==> config.mk <==
export PLATFORM = sky130hd
export DESIGN_NAME = serial_word_driver_flat
export DESIGN_NICKNAME = d
export VERILOG_FILES = /design/src/rtl/serial_word_driver_if.sv /design/src/rtl/serial_word_driver.sv /design/src/flat_wrapper.sv
export SDC_FILE = /design/constraint.sdc
export NUM_CORES = 1
export LEC_CHECK = 0
export CAP_MARGIN = 40
export CORE_AREA = 2 2 58 60
export DETAILED_ROUTE_END_ITERATION = 16
export DIE_AREA = 0 0 60 62
export GPL_ROUTABILITY_DRIVEN = 0
export HOLD_SLACK_MARGIN = 0.02
export PLACE_DENSITY = 0.68
export SLEW_MARGIN = 20
export SYNTH_ARGS = -nofsm -noshare
export SYNTH_HDL_FRONTEND = slang
export SYNTH_SLANG_ARGS = --single-unit
==> constraint.sdc <==
create_clock -name fast_clk -period 4.8 [get_ports fast_clk]
set_clock_uncertainty 0.2 [all_clocks]
set_input_delay 0.96 -clock fast_clk [delete_from_list [all_inputs] [get_ports fast_clk]]
set_output_delay 0.96 -clock fast_clk [all_outputs]
set_load 0.03 [all_outputs]
==> src/rtl/serial_word_driver_if.sv <==
// Handshake and serial-output bundle between a word producer and serial_word_driver.
interface serial_word_driver_if #(
  parameter int WIDTH = 4,
  parameter int DEPTH = 4
) ();
  localparam int CW = $clog2(DEPTH + 1);

  logic [WIDTH-1:0] word_in;
  logic             word_valid;
  logic             word_ready;
  logic             data;
  logic             frame;
  logic             busy;
  logic [CW-1:0]    count;

  modport master (
    output word_in, word_valid,
    input  word_ready, data, frame, busy, count
  );

  modport slave (
    input  word_in, word_valid,
    output word_ready, data, frame, busy, count
  );
endinterface

==> src/rtl/serial_word_driver.sv <==
// FIFO-buffered parallel words shifted MSB-first onto a framed single-bit line,
// with a programmable idle gap between consecutive words.
module serial_word_driver #(
  parameter int WIDTH = 4,
  parameter int DEPTH = 4,
  parameter int GAP   = 1
) (
  input logic                 fast_clk,
  input logic                 reset,
  serial_word_driver_if.slave bus
);
  localparam int CW = $clog2(DEPTH + 1);
  localparam int PW = $clog2(DEPTH);
  localparam int BW = $clog2(WIDTH);
  localparam int GW = (GAP > 1) ? $clog2(GAP) : 1;
  localparam logic [CW-1:0] DEPTH_C  = CW'(DEPTH);
  localparam logic [BW-1:0] BIT_LAST = BW'(WIDTH - 1);
  localparam logic [GW-1:0] GAP_LAST = GW'((GAP > 0) ? GAP - 1 : 0);

  typedef enum logic [1:0] {S_IDLE, S_SHIFT, S_GAP} state_t;

  logic [WIDTH-1:0] mem [DEPTH];
  logic [PW-1:0]    wr_ptr_q, rd_ptr_q;
  logic [CW-1:0]    count_q, count_d;
  logic             push, pop, have_word;
  logic [WIDTH-1:0] head;

  state_t           state_q;
  logic [BW-1:0]    bit_cnt_q;
  logic [GW-1:0]    gap_cnt_q;
  logic [WIDTH-1:0] shreg_q;
  logic             data_q, frame_q;

  assign have_word      = (count_q != '0);
  assign head           = mem[rd_ptr_q];
  // Ready looks only at occupancy, so a full FIFO refuses a push even when it pops.
  assign bus.word_ready = (count_q < DEPTH_C);
  assign push           = bus.word_valid && bus.word_ready;

  always_comb begin
    pop = 1'b0;
    unique case (state_q)
      S_IDLE:  pop = have_word;
      S_SHIFT: pop = (bit_cnt_q == '0) && (GAP == 0) && have_word;
      S_GAP:   pop = (gap_cnt_q == '0) && have_word;
      default: pop = 1'b0;
    endcase
  end

  always_comb begin
    count_d = count_q;
    if (push && !pop)      count_d = count_q + 1'b1;
    else if (pop && !push) count_d = count_q - 1'b1;
  end

  always_ff @(posedge fast_clk or posedge reset) begin
    if (reset) begin
      wr_ptr_q <= '0;
      rd_ptr_q <= '0;
      count_q  <= '0;
    end else begin
      if (push) wr_ptr_q <= wr_ptr_q + 1'b1;
      if (pop)  rd_ptr_q <= rd_ptr_q + 1'b1;
      count_q <= count_d;
    end
  end

  always_ff @(posedge fast_clk) begin
    if (push) mem[wr_ptr_q] <= bus.word_in;
  end

  // A pop is always the LOAD action, whichever state decided to take the next word.
  always_ff @(posedge fast_clk or posedge reset) begin
    if (reset) begin
      state_q   <= S_IDLE;
      bit_cnt_q <= '0;
      gap_cnt_q <= '0;
      shreg_q   <= '0;
      data_q    <= 1'b0;
      frame_q   <= 1'b0;
    end else if (pop) begin
      shreg_q   <= head;
      data_q    <= head[WIDTH-1];
      frame_q   <= 1'b1;
      bit_cnt_q <= BIT_LAST;
      state_q   <= S_SHIFT;
    end else begin
      unique case (state_q)
        S_SHIFT: begin
          if (bit_cnt_q != '0) begin
            shreg_q   <= shreg_q << 1;
            data_q    <= shreg_q[WIDTH-2];
            bit_cnt_q <= bit_cnt_q - 1'b1;
          end else if (GAP > 0) begin
            state_q   <= S_GAP;
            gap_cnt_q <= GAP_LAST;
            frame_q   <= 1'b0;
            data_q    <= 1'b0;
          end else begin
            state_q <= S_IDLE;
            frame_q <= 1'b0;
            data_q  <= 1'b0;
          end
        end
        S_GAP: begin
          if (gap_cnt_q != '0) gap_cnt_q <= gap_cnt_q - 1'b1;
          else                 state_q   <= S_IDLE;
        end
        default: begin
          data_q  <= 1'b0;
          frame_q <= 1'b0;
        end
      endcase
    end
  end

  assign bus.data  = data_q;
  assign bus.frame = frame_q;
  assign bus.busy  = (state_q != S_IDLE);
  assign bus.count = count_q;
endmodule

==> src/flat_wrapper.sv <==
// flat-port wrapper written by rule: the top's interface ports become plain ports
module serial_word_driver_flat 
#(
  parameter int WIDTH = 4,
  parameter int DEPTH = 4,
  parameter int GAP   = 1
)
  (fast_clk, reset, bus_word_in, bus_word_valid, bus_word_ready, bus_data, bus_frame, bus_busy, bus_count);
  serial_word_driver_if #(.WIDTH(WIDTH), .DEPTH(DEPTH)) bus_i ();
  input logic fast_clk;
  input logic reset;
  input wire logic [$bits(bus_i.word_in)-1:0] bus_word_in;
  input wire logic [$bits(bus_i.word_valid)-1:0] bus_word_valid;
  output wire logic [$bits(bus_i.word_ready)-1:0] bus_word_ready;
  output wire logic [$bits(bus_i.data)-1:0] bus_data;
  output wire logic [$bits(bus_i.frame)-1:0] bus_frame;
  output wire logic [$bits(bus_i.busy)-1:0] bus_busy;
  output wire logic [$bits(bus_i.count)-1:0] bus_count;
  assign bus_i.word_in = bus_word_in;
  assign bus_i.word_valid = bus_word_valid;
  assign bus_word_ready = bus_i.word_ready;
  assign bus_data = bus_i.data;
  assign bus_frame = bus_i.frame;
  assign bus_busy = bus_i.busy;
  assign bus_count = bus_i.count;
  serial_word_driver #(.WIDTH(WIDTH), .DEPTH(DEPTH), .GAP(GAP)) u_core (.fast_clk(fast_clk), .reset(reset), .bus(bus_i));
endmodule
## Word level (Yosys, flattened, before mapping)

Memory sizes are Yosys's and may differ from the RTL's.
Index checks and enable logic that the tools add are counted.

- Bits in registers: 17
- RAM bits: 16
- Input port bits: 7
- Output and inout bits: 7
- Logic and storage cells: 67
- Memories kept: 1

- $add $sub $neg: 6
- Order comparisons: 1
- Eq/ne operators: 6
- Muxes and demuxes: 23
- Bitwise gates (word level): 2
- Reduce and logical (&&, ||, !) cells: 19

Memory list:

| memory | depth | width | read ports | clocked after memory_dff | write ports | RTL line | text |
|---|---|---|---|---|---|---|---|
| u_core.mem | 4 | 4 | 1 | 0 | 1 | serial_word_driver.sv:22 | `logic [WIDTH-1:0] mem [DEPTH];` |

Operators with widths:

| kind | count |
|---|---|
| two-way mux 3 bit | 5 |
| two-way mux 2 bit | 6 |
| nonzero test 2 bit | 6 |
| case mux 1 bit (2 select lines) | 4 |
| two-way mux 1 bit | 7 |
| inequality test 3 x 2 -> 1 bit (second input constant) | 2 |
| AND reduction 3 bit | 2 |
| nonzero test 3 bit | 2 |
| adder 2 x 1 -> 2 bit (second input constant) | 2 |
| logical AND 1 bit | 4 |
| case mux 2 bit (2 select lines) | 1 |
| AND reduction 2 bit | 2 |
| adder 3 x 1 -> 3 bit (second input constant) | 1 |
| < comparator 3 bit (second input constant) | 1 |
| subtractor 3 x 1 -> 3 bit (second input constant) | 1 |
| equality test 2 x 1 -> 1 bit (second input constant) | 1 |
| equality test 2 bit (second input constant) | 1 |
| logical NOT 1 bit | 2 |
| logical NOT 2 bit | 1 |
| inequality test 2 x 1 -> 1 bit (second input constant) | 1 |
| inequality test 2 bit (second input constant) | 1 |
| NOT 1 bit | 2 |
| subtractor 2 x 1 -> 2 bit (second input constant) | 1 |
| subtractor 1 bit (second input constant) | 1 |

## Longest topological paths before layout

Gate-level depths: netlist of the first run.

- Depth in word-level cells: 6
- Gate-level depth with buffers: 10
- Mapped depth without buffers: 10

## Worst setup path after synthesis of the first run

Ideal clock, no wire load.

- Kind: input -> register
- Start: input port bus_word_valid
- End: register u_core.count_q[1] (netlist: u_core.bus.count[1])
- Setup time: 0.125 ns
- Arrival: 2.171 ns
- Required time: 4.475 ns
- Path slack: 2.304 ns
- Cell stages on the path: 6
- Buffers on the path: 1
- Cell sequence: and2b_2 buf_2 ha_1 inv_1 fa_1 mux2_2

- Elaborated cells between the ends (all ways): 6
- Those cells by class: 1 x mux; 5 x reduce/logical

RTL lines:

| what | RTL line | text |
|---|---|---|
| start, declared | flat_wrapper.sv:13 | `input wire logic [$bits(bus_i.word_valid)-1:0] bus_word_valid;` |
| logical AND 1 bit | serial_word_driver.sv:38 | `assign push = bus.word_valid && bus.word_ready;` |
| net u_core.push | serial_word_driver.sv:25 | `logic push, pop, have_word;` |
| logical AND 1 bit | serial_word_driver.sv:52 | `if (push && !pop) count_d = count_q + 1'b1;` |
| two-way mux 3 bit | serial_word_driver.sv:52 |  |
| net u_core.count_d[1] | serial_word_driver.sv:24 | `logic [CW-1:0] count_q, count_d;` |
| end signal, assigned | serial_word_driver.sv:64 | `count_q <= count_d;` |
| end, declared | serial_word_driver.sv:24 |  |

The timed path passes the listed nets, and every way through them passes these cells.
A chain may end at the register's enable or synchronous reset.

## Final worst setup path of the first run

- Start: register u_core.state_q[1]
- End: output port bus_busy

- Longest elaborated chain between the ends: 1

Ends and longest elaborated chain:

| what | RTL line | text |
|---|---|---|
| start, declared | serial_word_driver.sv:28 | `state_t state_q;` |
| start signal, assigned | serial_word_driver.sv:75 | `state_q <= S_IDLE;` |
| start signal, assigned | serial_word_driver.sv:86 | `state_q <= S_SHIFT;` |
| start signal, assigned | serial_word_driver.sv:95 | `state_q <= S_GAP;` |
| nonzero test 2 bit | serial_word_driver.sv:119 | `assign bus.busy = (state_q != S_IDLE);` |
| end, declared | flat_wrapper.sv:17 | `output wire logic [$bits(bus_i.busy)-1:0] bus_busy;` |

No other way between the ends.

==> summary.txt, run 1 <==
Highest cell delay on the worst timing path: 0.66 ns
Area share of the leading cell type in the synthesized netlist: 32.7%
Cell at the root of the clock tree: sky130_fd_sc_hd__clkbuf_4
Flip-flop and latch count after synthesis: 32
Post-route cell area: 0.00173 mm2
Clock tree sinks: 32
Hold WC Path Type: reg2reg
Chip height: 62 um
Synth warnings: 0
Cell-by-cell listing of the critical path: inv_1, ha_1, inv_1, clkdlybuf4s50_1
Worst slew margin relative to its limit: 56.4%
Wire length of the first global-routing pass: 3880 um
Most common cell type on the critical path: sky130_fd_sc_hd__inv_1
Slowest stage cell, crit path: sky130_fd_sc_hd__clkdlybuf4s50_1
Post-CTS Repair Setup Buffers: 0
Hold Vio Cnt, Final: 0
Synthesized netlist net count: 123
Average cell area after synthesis: 13.9 um2
Via density per instance: 4.84
Drt drc: 0
Hold bufs inserted after CTS: 0
Clock buffer depth: 2
Average wire per cell in the routed design: 13.4 um
Unrepaired setup endpoints after global routing: false
Crit path time final: 2.87 ns
PortBufs: 13
Max-slew violation count: 0
Proportion of synthesized chip area in sequential cells: 59.9%
Comb power frac: 44.8%
Reg-to-reg slack, setup: 2.49 ns
Switching share of power: 38.0%
Internal power: 749 uW
Top cell type by total area after synthesis: sky130_fd_sc_hd__edfxtp_1
Worst hold stages: 2
Leakage power: 0.706 nW
Clock network fraction of total power: 17.3%
Final-layout setup total negative slack: 0 ns
Detailed-router iteration count before antenna repair: 4
Synth unique cells: 29
Worst Hold End: u_core.bit_cnt_q[1]$_DFFE_PP0P_
Final ANT Viol Nets: 0
Post-synthesis instance total: 106
Area growth from synthesis to layout: 17.3%
Startpoint Class: flip-flop
Endpoint required time on the critical path: 3.64 ns
Reg clk slew, reported paths: 0.11 ns
Row Count: 21
Placed Instance Area: 0.00164 mm2
Clock latency on the worst-skew pair: 0.33 ns
Via count of the first global-routing pass: 849
CTS tree: built
Max H-tree Level: 2
Initial antenna violation count: 0
Most area-consuming cells after synthesis: sky130_fd_sc_hd__edfxtp_1, sky130_fd_sc_hd__dfrtp_1, sky130_fd_sc_hd__ha_1
Share of the clock period used by the worst path: 59.7%
Proportion of layout cells with a drive suffix above 1: 16.1%
Final cell count without fillers: 170
Number of nets at the end of the flow: 140
Routed vias: 823
Total placed cells including tap cells: 162
Flip-flop cell with the highest count after synthesis: sky130_fd_sc_hd__edfxtp_1
I/O pin cnt: 14
Critical Path AT: 1.71 ns
Part of the power in registers: 38.0%
Max-cap violation count: 0
Worst Hold Launch: u_core.bit_cnt_q[1]$_DFFE_PP0P_
Worst Path Max Fanout: 3
Max frequency: 0.349 GHz
Area of the core: 0.00318 mm2
Share of the core filled with cells: 54.3%
Least-Margin Pin Slew: 0.653 ns
Worst reg2reg path endpoint: u_core.bus.count[1]$_DFFE_PP0P_
Starting Density: 46.3%
Cells resized by post-CTS repair: 0
Combined area of all synthesized cells: 0.00147 mm2
Overall fraction of global-route tracks in use: 15.1%
Setup crit end kind: output pin
Result of the run: complete, no violations
Most frequent cells after synthesis: sky130_fd_sc_hd__dfrtp_1, sky130_fd_sc_hd__edfxtp_1, sky130_fd_sc_hd__nand2_1, sky130_fd_sc_hd__inv_1, sky130_fd_sc_hd__ha_1
Largest net degree at the start of global routing: 17
Number of antenna repair diodes: 0
Die Area: 0.00372 mm2
Maximum resistive drop on vdd: 273 uV
Number of buffers inserted during clock tree synthesis: 5
Share of flip-flops with an asynchronous set or reset after synthesis: 50.0%
Detail Placement HPWL: 1680 um
Post-Route WL: 2280 um
Setup violations, final: 0
Switching power: 459 uW
Power per Cell Area: 700 mW/mm2
Number of enable flip-flop cells after synthesis: 16
Die width: 60 um
Worst setup path category: reg2out
Sum of overflow across all layers after global routing: 0
First DRT Iteration DRCs: 15
Critical R2R Launch: u_core.state_q[0]$_DFFE_PP0P_
Number of cells on the worst reg-to-reg path: 8
## flip-flops by register name, summed over array words and instances (netlist names)
register and count:
u_core.rd_ptr_q 2, u_core.bus.frame 1, u_core.shreg_q 3, u_core.wr_ptr_q 2
u_core.bus.count 3, u_core.bit_cnt_q 2, u_core.bus.data 1, u_core.mem 16
u_core.state_q 2
## worst max-delay path: cells and delay by family, from the launching register on
kind	cells	cell delay, ns
buffers and inverters	3	0.78
flip-flops	1	0.39
adder cells (fa/ha/maj)	1	0.20
## cell families (layout without fill, tap and decap cells)
family | Yosys count | after routing | share of synthesized area, %
DFF | 32 | 32 | 59.9
and+or+nand+nor | 28 | 28 | 9.95
adders and majority gates | 10 | 10 | 9.01
xor gates and xnor gates | 6 | 6 | 3.57
AOI/OAI and AO/OA | 11 | 11 | 5.87
buffers and inverters | 14 | 32 | 4.85
muxes | 5 | 5 | 6.89
## metrics by stage
step	hold WS (ns)	setup slack (ns)	power, mW
final	0.319	1.93	1.21
after global routing	0.344	1.83	1.31
after CTS	0.319	1.93	1.23
after detailed placement	0.295	1.89	1.01
after global placement	0.270	1.93	0.989
after floorplan	0.266	2.30	0.872
## power by group through the flow
| stage | combinational (mW) | sequential [mW] | clock, mW |
|---|---|---|---|
| after floorplan | 0.393 | 0.479 | 0 |
| after global placement | 0.528 | 0.460 | 0 |
| after detailed placement | 0.547 | 0.467 | 0 |
| after CTS | 0.551 | 0.461 | 0.214 |
| after global routing | 0.608 | 0.472 | 0.225 |
| final | 0.541 | 0.458 | 0.209 |
## layout by cell type, fill, tap and decap left out, types with 3 or more instances in the layout
| cell | n |
|---|---|
| sky130_fd_sc_hd__mux4_2 | 4 |
| sky130_fd_sc_hd__inv_1 | 10 |
| sky130_fd_sc_hd__a31oi_1 | 3 |
| sky130_fd_sc_hd__ha_1 | 9 |
| sky130_fd_sc_hd__xnor2_1 | 5 |
| sky130_fd_sc_hd__nand2_1 | 11 |
| sky130_fd_sc_hd__nor2_1 | 6 |
| sky130_fd_sc_hd__edfxtp_1 | 16 |
| sky130_fd_sc_hd__clkbuf_4 | 5 |
| sky130_fd_sc_hd__and2_1 | 4 |
| sky130_fd_sc_hd__dfrtp_1 | 16 |
| sky130_fd_sc_hd__clkdlybuf4s50_1 | 13 |
## metal layers
| layer | routed length, um | vias up | GRT usage [%] |
|---|---|---|---|
| li1 | - | 403 | - |
| met3 | 76 | 4 | 6.21 |
| met2 | 1160 | 12 | 25.6 |
| met5 | 0 | - | 0 |
| met4 | 26 | 0 | 5.71 |
| met1 | 1020 | 404 | 17.3 |
## worst max path at each step
stage	startpoint	slack (ns)	cells after the start	endpoint
floorplan	bus_word_valid	2.30	6	u_core.bus.count[1]$_DFFE_PP0P_
global placement	bus_word_valid	1.93	8	u_core.bus.count[2]$_DFFE_PP0P_
detailed placement	bus_word_valid	1.89	8	u_core.bus.count[2]$_DFFE_PP0P_
CTS	u_core.state_q[1]$_DFFE_PP0P_	1.93	4	bus_busy
global route	u_core.state_q[0]$_DFFE_PP0P_	1.83	4	bus_busy
finish	u_core.state_q[1]$_DFFE_PP0P_	1.93	4	bus_busy
## cell type report
class	count	area, um2
inverter	11	53.8
fill	285	1450
clock buffer	5	37.5
multi-input combinational	60	519
clock inverter	3	46.3
tap	46	57.6
timing repair buffer	13	130
sequential	32	881
Note: power is estimated with default switching activity, not from simulation.
==> inputs of run 2 (changes only) <==
Settings changed: PLACE_DENSITY 0.68 to 0.71.
Clock period 4.8 ns to 2.6 ns, I/O delays scaled along.
==> summary.txt, run 2 (synthesized netlist as in run 1, its figures left out) <==
Proportion of layout cells with a drive suffix above 1: 16.1%
Least-Margin Pin Slew: 0.637 ns
Critical R2R Launch: u_core.state_q[0]$_DFFE_PP0P_
Hold Vio Cnt, Final: 0
Highest cell delay on the worst timing path: 0.65 ns
Detailed-router iteration count before antenna repair: 4
Worst hold stages: 2
Largest net degree at the start of global routing: 17
Number of buffers and inverters on the critical path: 3
Cell-by-cell listing of the critical path: inv_1, ha_1, inv_1, clkdlybuf4s50_1
Switching share of power: 39.6%
Reg-to-reg slack, setup: 0.28 ns
Die Area: 0.00372 mm2
Cell at the root of the clock tree: sky130_fd_sc_hd__clkbuf_4
Worst-case setup slack after placement: 0.118 ns
I/O pin cnt: 14
Internal power: 1.29 mW
Starting Density: 46.3%
Post-Route WL: 2200 um
Setup violations, final: 0
Hold WC Path Type: reg2reg
Final ANT Viol Nets: 0
Area growth from synthesis to layout: 15.7%
Worst Hold Launch: u_core.shreg_q[0]$_DFFE_PP0P_
Worst slew margin relative to its limit: 57.5%
Reg clk slew, reported paths: 0.10 ns
Chip height: 62 um
Comb power frac: 46.9%
Hold bufs inserted after CTS: 0
Via count of the first global-routing pass: 854
Worst Hold End: u_core.shreg_q[0]$_DFFE_PP0P_
Flip-flop count of the largest register, all copies and words added: 16
Setup crit end kind: output pin
Post-CTS Repair Setup Buffers: 0
Cell family with the largest share of critical-path delay: buffers and inverters
Detail Placement HPWL: 1680 um
Routed vias: 810
Clock tree sinks: 32
Fin worst setup slack: 0.169 ns
Clock latency on the worst-skew pair: 0.33 ns
Part of the power in registers: 39.7%
Share of the clock period used by the worst path: 93.5%
Via density per instance: 4.76
Sum of overflow across all layers after global routing: 0
Critical Path AT: 1.71 ns
Crit path time final: 2.43 ns
Area of the core: 0.00318 mm2
Worst setup path category: reg2out
Most common cell type on the critical path: sky130_fd_sc_hd__inv_1
Result of the run: complete, no violations
Die width: 60 um
Slowest stage cell, crit path: sky130_fd_sc_hd__clkdlybuf4s50_1
Max frequency: 0.411 GHz
Clock network fraction of total power: 13.4%
Number of cells on the worst reg-to-reg path: 8
Startpoint Class: flip-flop
Maximum resistive drop on vdd: 567 uV
Max H-tree Level: 2
Average wire per cell in the routed design: 12.9 um
Drt drc: 0
Worst Path Max Fanout: 3
Min Hold Slack: 0.314 ns
First DRT Iteration DRCs: 35
Number of buffers inserted during clock tree synthesis: 5
Cells resized by post-CTS repair: 0
Unrepaired setup endpoints after global routing: false
Final-layout setup total negative slack: 0 ns
Max-slew violation count: 0
Number of antenna repair diodes: 0
Initial antenna violation count: 0
PortBufs: 13
Register name with the most flops: u_core.mem
Max-cap violation count: 0
Row Count: 21
Leakage power: 0.692 nW
Wire length of the first global-routing pass: 3730 um
Overall fraction of global-route tracks in use: 14.7%
Number of nets at the end of the flow: 140
Switching power: 843 uW
Power per Cell Area: 1250 mW/mm2
CTS tree: built
Most used cells in the layout excluding fill and tap cells: sky130_fd_sc_hd__dfrtp_1, sky130_fd_sc_hd__edfxtp_1, sky130_fd_sc_hd__clkdlybuf4s50_1
Clock buffer depth: 2
Endpoint required time on the critical path: 1.88 ns
Worst reg2reg path endpoint: u_core.bus.count[1]$_DFFE_PP0P_
run 2: cell count changes in the layout (fill, tap and decap cells not counted):
cell / previous run / this run
sky130_fd_sc_hd__bufinv_16: 1 / 0
sky130_fd_sc_hd__clkinv_4: 0 / 1
sky130_fd_sc_hd__clkinvlp_4: 1 / 2
sky130_fd_sc_hd__inv_6: 1 / 0
run 2: area by class of cell:
cell class              count  area [um2]
multi-input cells          60         519
flip-flops and latches     32         881
clock inverters             3        23.8
fillers                   275        1480
clock buffers               5        37.5
repair buffers             13         130
inverters                  11        53.8
well taps                  46        57.6
run 2: routing by layer:
metal	wire length, um	track usage (%)
met1	966	16.8
met2	1130	23.6
met3	86	6.21
met4	15	7.62
met5	0	0
run 2: power groups by stage:
stage	clock network [mW]	logic (mW)	registers, mW
3_5_place_dp	0	1.02	0.862
2_1_floorplan	0	0.726	0.885
5_1_grt	0.321	1.11	0.871
6_report	0.285	0.999	0.845
4_1_cts	0.300	1.02	0.851
3_3_place_gp	0	0.972	0.846
run 2: tightest hold or removal path, stage by stage (launching register included):
cell and delay, ns:
sky130_fd_sc_hd__dfrtp_1 0.36, sky130_fd_sc_hd__nand3_1 0.07, sky130_fd_sc_hd__nand2_1 0.06
run 2: worst max path at each step:
| stage | slack (ns) | start | cells after the start | to |
|---|---|---|---|---|
| after floorplan | 0.31 | u_core.bus.count[0]$_DFFE_PP0P_ | 8 | u_core.bus.count[2]$_DFFE_PP0P_ |
| after global placement | 0.17 | bus_word_valid | 8 | u_core.bus.count[2]$_DFFE_PP0P_ |
| after detailed placement | 0.12 | bus_word_valid | 8 | u_core.bus.count[2]$_DFFE_PP0P_ |
| after CTS | 0.13 | u_core.state_q[0]$_DFFE_PP0P_ | 4 | bus_busy |
| after global routing | 0.08 | u_core.state_q[0]$_DFFE_PP0P_ | 4 | bus_busy |
| final | 0.17 | u_core.state_q[0]$_DFFE_PP0P_ | 4 | bus_busy |
run 2: through the flow:
| stage | area (um2) | instances | utilization, % | power [mW] |
|---|---|---|---|---|
| floorplan | 1470 | 106 | - | 1.61 |
| finish | 1700 | 170 | 53.6 | 2.13 |
| CTS | 1700 | 170 | 53.6 | 2.17 |
| detailed placement | 1640 | 162 | 51.6 | 1.88 |
| global placement | 1640 | 162 | 51.6 | 1.82 |
| global route | 1700 | 170 | 53.6 | 2.30 |
